<file path="config.mk">
export PLATFORM = sky130hd
export DESIGN_NAME = scc_8lc_read_resp_stage
export DESIGN_NICKNAME = d
export VERILOG_FILES = /design/src/rtl/scc_8lc_pkg.sv /design/src/rtl/scc_8lc_scrub_fifo.sv /design/src/rtl/scc_8lc_read_resp_stage.sv
export SDC_FILE = /design/constraint.sdc
export NUM_CORES = 1
export LEC_CHECK = 0
export CAP_MARGIN = 10
export CORE_MARGIN = 3
export CORE_UTILIZATION = 45
export CTS_CLUSTER_SIZE = 12
export DETAILED_ROUTE_END_ITERATION = 7
export HOLD_SLACK_MARGIN = 0.05
export PLACE_DENSITY = 0.68
export SLEW_MARGIN = 15
export SYNTH_ARGS = -nofsm -noshare
export SYNTH_HDL_FRONTEND = slang
export SYNTH_SLANG_ARGS = --single-unit
</file>
<file path="constraint.sdc">
create_clock -name clk -period 7.62 [get_ports clk]
set_input_delay 0.762 -clock clk [delete_from_list [all_inputs] [get_ports clk]]
set_output_delay 0.762 -clock clk [all_outputs]
set_load 0.05 [all_outputs]
</file>
<file path="src/rtl/scc_8lc_pkg.sv">
// Shared SCC 8LC definitions: decoder error codes and their RAS classification.
package scc_8lc_pkg;

    localparam int MSG_W = 64;

    typedef enum logic [2:0] {
        ET_NONE    = 3'd0,
        ET_SE      = 3'd1,
        ET_DE_DAE  = 3'd2,
        ET_DE_NDAE = 3'd3,
        ET_TE      = 3'd4
    } err_type_e;

    function automatic logic is_corrected(input logic [2:0] et);
        return (et >= 3'(ET_SE)) && (et <= 3'(ET_TE));
    endfunction

    // Every code above the last correctable one is reported as uncorrectable.
    function automatic logic is_due(input logic [2:0] et);
        return et > 3'(ET_TE);
    endfunction

endpackage

</file>
<file path="src/rtl/scc_8lc_scrub_fifo.sv">
// Synchronous scrub-request FIFO; a push while full is taken only when a pop frees a slot.
module scc_8lc_scrub_fifo
    import scc_8lc_pkg::*;
#(
    parameter int W     = 32,
    parameter int DEPTH = 8
) (
    input  logic         clk,
    input  logic         rst,
    input  logic         push,
    input  logic [W-1:0] push_data,
    input  logic         pop,
    output logic         full,
    output logic         empty,
    output logic [W-1:0] head
);

    localparam int AW = $clog2(DEPTH);
    localparam int PW = AW + 1;

    logic [PW-1:0] wr_ptr;
    logic [PW-1:0] rd_ptr;
    logic [W-1:0]  mem [DEPTH];
    logic          do_push;
    logic          do_pop;

    // Extra pointer MSB distinguishes full from empty when the index bits match.
    assign empty   = (wr_ptr == rd_ptr);
    assign full    = (wr_ptr[AW-1:0] == rd_ptr[AW-1:0]) && (wr_ptr[AW] != rd_ptr[AW]);
    assign do_pop  = pop && !empty;
    assign do_push = push && (!full || do_pop);
    assign head    = mem[rd_ptr[AW-1:0]];

    always_ff @(posedge clk) begin
        if (rst) begin
            wr_ptr <= '0;
            rd_ptr <= '0;
        end else begin
            if (do_push) begin
                wr_ptr <= wr_ptr + PW'(1);
            end
            if (do_pop) begin
                rd_ptr <= rd_ptr + PW'(1);
            end
        end
    end

    always_ff @(posedge clk) begin
        if (do_push) begin
            mem[wr_ptr[AW-1:0]] <= push_data;
        end
    end

endmodule

</file>
<file path="src/rtl/scc_8lc_read_resp_stage.sv">
// Registered read-response stage behind the SCC 8LC decoder: skid-buffered data path,
// scrub request queue for corrected lines and saturating RAS error counters.
module scc_8lc_read_resp_stage
    import scc_8lc_pkg::*;
#(
    parameter int ADDR_W      = 32,
    parameter int SCRUB_DEPTH = 8,
    parameter int CNT_W       = 16
) (
    input  logic              clk,
    input  logic              rst,
    input  logic              in_valid,
    output logic              in_ready,
    input  logic [ADDR_W-1:0] in_addr,
    input  logic [MSG_W-1:0]  in_message,
    input  logic [2:0]        in_error_type,
    output logic              out_valid,
    input  logic              out_ready,
    output logic [ADDR_W-1:0] out_addr,
    output logic [MSG_W-1:0]  out_data,
    output logic              out_corrected,
    output logic              out_poison,
    output logic              scrub_valid,
    input  logic              scrub_ready,
    output logic [ADDR_W-1:0] scrub_addr,
    input  logic              cnt_clr,
    output logic [CNT_W-1:0]  ce_count,
    output logic [CNT_W-1:0]  due_count,
    output logic [CNT_W-1:0]  scrub_drop
);

    function automatic logic [CNT_W-1:0] sat_inc(input logic [CNT_W-1:0] v);
        return (&v) ? v : v + CNT_W'(1);
    endfunction

    logic              accept;
    logic              out_pop;
    logic              load_main;
    logic              in_corr;
    logic              in_due;

    logic              skid_vld_p0;
    logic [ADDR_W-1:0] skid_addr_p0;
    logic [MSG_W-1:0]  skid_data_p0;
    logic              skid_corr_p0;
    logic              skid_due_p0;

    logic              vld_p1;
    logic [ADDR_W-1:0] addr_p1;
    logic [MSG_W-1:0]  data_p1;
    logic              corr_p1;
    logic              due_p1;

    logic              scrub_push;
    logic              scrub_full;
    logic              scrub_empty;
    logic              scrub_dropped;

    assign in_ready  = !skid_vld_p0;
    assign accept    = in_valid && in_ready;
    assign out_pop   = vld_p1 && out_ready;
    assign load_main = out_pop || !vld_p1;
    assign in_corr   = is_corrected(in_error_type);
    assign in_due    = is_due(in_error_type);

    // Stage p0: skid entry catches a beat only while the main entry is stalled.
    always_ff @(posedge clk) begin
        if (rst) begin
            skid_vld_p0 <= 1'b0;
        end else if (load_main) begin
            skid_vld_p0 <= 1'b0;
        end else if (accept) begin
            skid_vld_p0 <= 1'b1;
        end
    end

    always_ff @(posedge clk) begin
        if (!load_main && accept) begin
            skid_addr_p0 <= in_addr;
            skid_data_p0 <= in_message;
            skid_corr_p0 <= in_corr;
            skid_due_p0  <= in_due;
        end
    end

    // Stage p1: main entry drives out_*; the skid entry is older, so it refills first.
    always_ff @(posedge clk) begin
        if (rst) begin
            vld_p1 <= 1'b0;
        end else if (load_main) begin
            vld_p1 <= skid_vld_p0 || accept;
        end
    end

    always_ff @(posedge clk) begin
        if (load_main) begin
            if (skid_vld_p0) begin
                addr_p1 <= skid_addr_p0;
                data_p1 <= skid_data_p0;
                corr_p1 <= skid_corr_p0;
                due_p1  <= skid_due_p0;
            end else if (accept) begin
                addr_p1 <= in_addr;
                data_p1 <= in_message;
                corr_p1 <= in_corr;
                due_p1  <= in_due;
            end
        end
    end

    assign out_valid     = vld_p1;
    assign out_addr      = addr_p1;
    assign out_data      = data_p1;
    assign out_corrected = corr_p1;
    assign out_poison    = due_p1;

    assign scrub_push    = accept && in_corr;
    // When full, scrub_valid is necessarily high, so only scrub_ready decides the pass-through.
    assign scrub_dropped = scrub_push && scrub_full && !scrub_ready;
    assign scrub_valid   = !scrub_empty;

    scc_8lc_scrub_fifo #(
        .W     (ADDR_W),
        .DEPTH (SCRUB_DEPTH)
    ) u_scrub_fifo (
        .clk       (clk),
        .rst       (rst),
        .push      (scrub_push),
        .push_data (in_addr),
        .pop       (scrub_ready),
        .full      (scrub_full),
        .empty     (scrub_empty),
        .head      (scrub_addr)
    );

    always_ff @(posedge clk) begin
        if (rst || cnt_clr) begin
            ce_count   <= '0;
            due_count  <= '0;
            scrub_drop <= '0;
        end else begin
            if (accept && in_corr) begin
                ce_count <= sat_inc(ce_count);
            end
            if (accept && in_due) begin
                due_count <= sat_inc(due_count);
            end
            if (scrub_dropped) begin
                scrub_drop <= sat_inc(scrub_drop);
            end
        end
    end

endmodule

</file>
==> results.py <==
metrics = {
    "global_route": {
        "grt_pass1_wl_mm": 66.0,
        "track_usage_pct": 18.3,
        "grt_max_degree": 77,
        "grt_pass1_vias": 11041,
        "globalRouteOverflowTotal": 0,
        "antenna_found_initial": 1,
    },
    "setup_path": {
        "crit_type": "reg2out",
        "worstPathMaxFanout": 36,
        "r2r_end": "skid_addr_p0[21]$_DFFE_PP_",
        "crit_arrival_ns": 3.66,
        "ff2ff_setup_slack_ns": 4.51,
        "ff2ff_path_depth": 4,
        "r2r-start": "skid_vld_p0$_SDFFE_PP0P_",
        "endpoint_kind": "primary output",
        "required_ns": 6.86,
        "critPathLaunchType": "flip-flop",
    },
    "floorplanning": {
        "dieHeight_um": 215,
        "initial_core_util_pct": 45.7,
        "io_pins": 286,
        "die_w_um": 215,
        "rows": 76,
        "core-area_um2": 43200,
        "die_area_um2": 46300,
    },
    "synth": {
        "synth_edf_count": 452,
        "syn_area_um2": 19700,
        "synth_cell_types": 52,
        "synth_seq_area_share_pct": 75.1,
        "ys_ff_latch": 513,
        "async_flop_share_pct": 0,
        "yosysWarnings": 0,
        "synth_top_area_share_pct": 68.9,
        "synth_common_cells": "edfxtp_1, mux2_2, mux4_2",
        "synth-main-ff-cell": "edfxtp_1",
        "synth.most_common_cell": "edfxtp_1",
        "netlist_top_cells_area": "edfxtp_1, mux2_2, mux4_2",
        "synthesis.nets": 1163,
        "yosysTopAreaCell": "edfxtp_1",
        "netlist_instances": 1053,
        "synth.avg_cell_area_um2": 18.7,
    },
    "drt": {
        "drtPass1Iterations": 5,
        "drc_errors": 0,
        "avgViaCountPerCell": 5.36,
        "routedWlPerCell_um": 21.2,
        "drt-initial-drc-count": 726,
        "wl_mm": 42.0,
        "num_vias": 10603,
        "ant_nets": 0,
    },
    "finish": {
        "stdcell_count": 1979,
        "fillCellCount": 3353,
        "multiInputGateArea_um2": 4760,
        "layout.nets": 1470,
        "syn2layout_area_growth_pct": 25.9,
        "drive_gt1_share_pct": 20.8,
        "stdcell_area_um2": 24800,
        "utilization_pct": 57.5,
        "register_area_um2": 14800,
    },
    "clock_network": {
        "cts_setup_buffers": 0,
        "holdBufCountCts": 0,
        "clk_pin_slew_ns": 0.06,
        "cts.sinks": 513,
        "post_cts_resize_count": 0,
        "h-tree-depth": 2,
        "cts_root_buf": "clkbuf_16",
        "clk_latency_ns": 0.57,
        "cts_tree": "built",
        "clockBufferDepth": 3,
        "numCtsBuffers": 52,
    },
    "worst_hold_path": {
        "hp-start": "u_scrub_fifo.rd_ptr[1]$_SDFFE_PP0N_",
        "whs_path_depth": 2,
        "hold_path_class": "reg2reg",
    },
    "power_and_ir_drop": {
        "switching_share_pct": 24.0,
        "powerDensity_nw_per_um2": 256,
        "vdd_drop_max_mv": 0.177,
        "p_clk_share_pct": 36.8,
        "power.switching_mw": 1.53,
        "power_frac_seq_pct": 50.3,
        "p_leak_nw": 7.82,
        "power.total_mw": 6.36,
        "p_comb_share_pct": 12.9,
        "p_int_mw": 4.84,
    },
    "placed_design": {
        "io_buffers": 285,
        "hpwl_mm": 26.3,
        "dpl_cell_area_um2": 23300,
        "dp_slack_ns": 3.29,
        "gp_congestion": 0.811,
        "post-place-cells": 1891,
    },
    "timing": {
        "setup_viol": 0,
        "fin_crit_sh_pct": 58.0,
        "fin_ws_ns": 3.20,
        "slew_viol_final": 0,
        "finalClockSkew_ns": 0.00965,
        "period_needed_ns": 4.42,
        "maxSlewHeadroom_pct": 28.5,
        "worstMarginPinSlew_ns": 1.07,
        "fin_setup_tns_ns": 0,
        "finalHoldViolCount": 0,
        "fmax_mhz": 226,
        "rsz0062_at_grt": "no",
        "fin_hold_ws_ns": 0.515,
    },
    "run": {
        "drv_cap": 0,
    },
    "run_status": {
        "outcome": "finished clean",
    },
}
[routing by layer]
metal | part of all wire, % | GRT usage, %
met1 | 41 | 23.5
met2 | 48 | 29.2
met3 | 10 | 7.54
met4 | 1.5 | 4.21
met5 | 0 | 0
[power by group through the flow]
stage               Combinational [mW]  Clock, mW  Sequential, mW
finish                           0.823       2.34            3.20
global route                     0.870       2.53            3.21
CTS                              0.838       2.41            3.20
detailed placement               0.835          0            3.26
global placement                 0.830          0            3.26
floorplan                        0.437          0            3.35
[state kept, by name, summed over array words and instances (netlist names), 4 cells and up, named ones only]
name and count:
ce_count 16, due_count 16, out_addr 32, out_data 64, scrub_drop 16, skid_addr_p0 32, skid_data_p0 64, u_scrub_fifo.mem 256
u_scrub_fifo.rd_ptr 4, u_scrub_fifo.wr_ptr 4
[logic make-up after synthesis]
kind of cell | count (synthesis) | synth area share, %
XOR/XNOR | 30 | 1.37
AO/OA/AOI/OAI | 64 | 2.04
AND/OR/NAND/NOR | 194 | 5.26
flip-flops | 513 | 75.1
adder cells (fa/ha/maj) | 5 | 0.317
buffers and inverters | 50 | 1.08
multiplexers | 197 | 14.9
[area by class of cell]
| type | instances | share of cell area [%] |
|---|---|---|
| flip-flops and latches | 513 | 59.7 |
| clock inverters | 12 | 0.499 |
| inverters | 6 | 0.0908 |
| diodes | 1 | 0.0101 |
| well taps | 585 | 2.95 |
| multi-input cells | 490 | 19.2 |
| repair buffers | 297 | 11.9 |
| clock buffers | 75 | 5.71 |
[critical path: stages, from the launching register on]
cell             delay, ns
dfxtp_4               0.72
buf_4                 0.70
mux4_2                0.59
mux2_2                0.32
clkdlybuf4s50_1       0.71
[worst max-delay path by stage]
stage | from | endpoint | slack, ns
after floorplan | in_error_type[1] | u_scrub_fifo.mem[0][0]$_DFFE_PP_ | 1.93
after global placement | in_error_type[1] | u_scrub_fifo.mem[2][25]$_DFFE_PP_ | 3.40
after detailed placement | in_error_type[1] | u_scrub_fifo.mem[2][25]$_DFFE_PP_ | 3.29
after CTS | flip-flop | scrub_addr[0] | 3.04
after global routing | flip-flop | scrub_addr[20] | 2.90
final | flip-flop | scrub_addr[31] | 3.20
[cell usage in the layout (no fill, tap or decap), types with 3 or more instances in the layout]
cell type | synthesis | routed
a211oi_1 | 4 | 3
a21oi_1 | 20 | 20
a31o_2 | 4 | 4
a31oi_1 | 4 | 4
and2_1 | 6 | 6
and3_1 | 7 | 7
and4_1 | 6 | 6
buf_4 | 0 | 12
clkbuf_1 | 31 | 20
clkbuf_16 | 0 | 52
clkbuf_8 | 0 | 3
clkdlybuf4s50_1 | 0 | 285
clkinv_1 | 0 | 4
clkinv_2 | 0 | 3
dfxtp_1 | 61 | 57
dfxtp_4 | 0 | 3
edfxtp_1 | 452 | 452
ha_1 | 5 | 5
inv_1 | 6 | 6
mux2_2 | 128 | 128
mux2i_1 | 5 | 5
mux4_2 | 64 | 64
nand2_1 | 26 | 26
nand2b_1 | 3 | 3
nand3_1 | 19 | 19
nand4_1 | 20 | 20
nor2_1 | 45 | 44
nor3_1 | 18 | 16
nor3b_2 | 0 | 3
nor4_1 | 11 | 11
o2111ai_1 | 3 | 3
o21ai_0 | 15 | 15
o31ai_1 | 3 | 3
or3_1 | 15 | 15
or4_1 | 3 | 3
xnor2_1 | 21 | 21
xor2_1 | 8 | 8
Note: power is estimated with default switching activity, not from simulation.
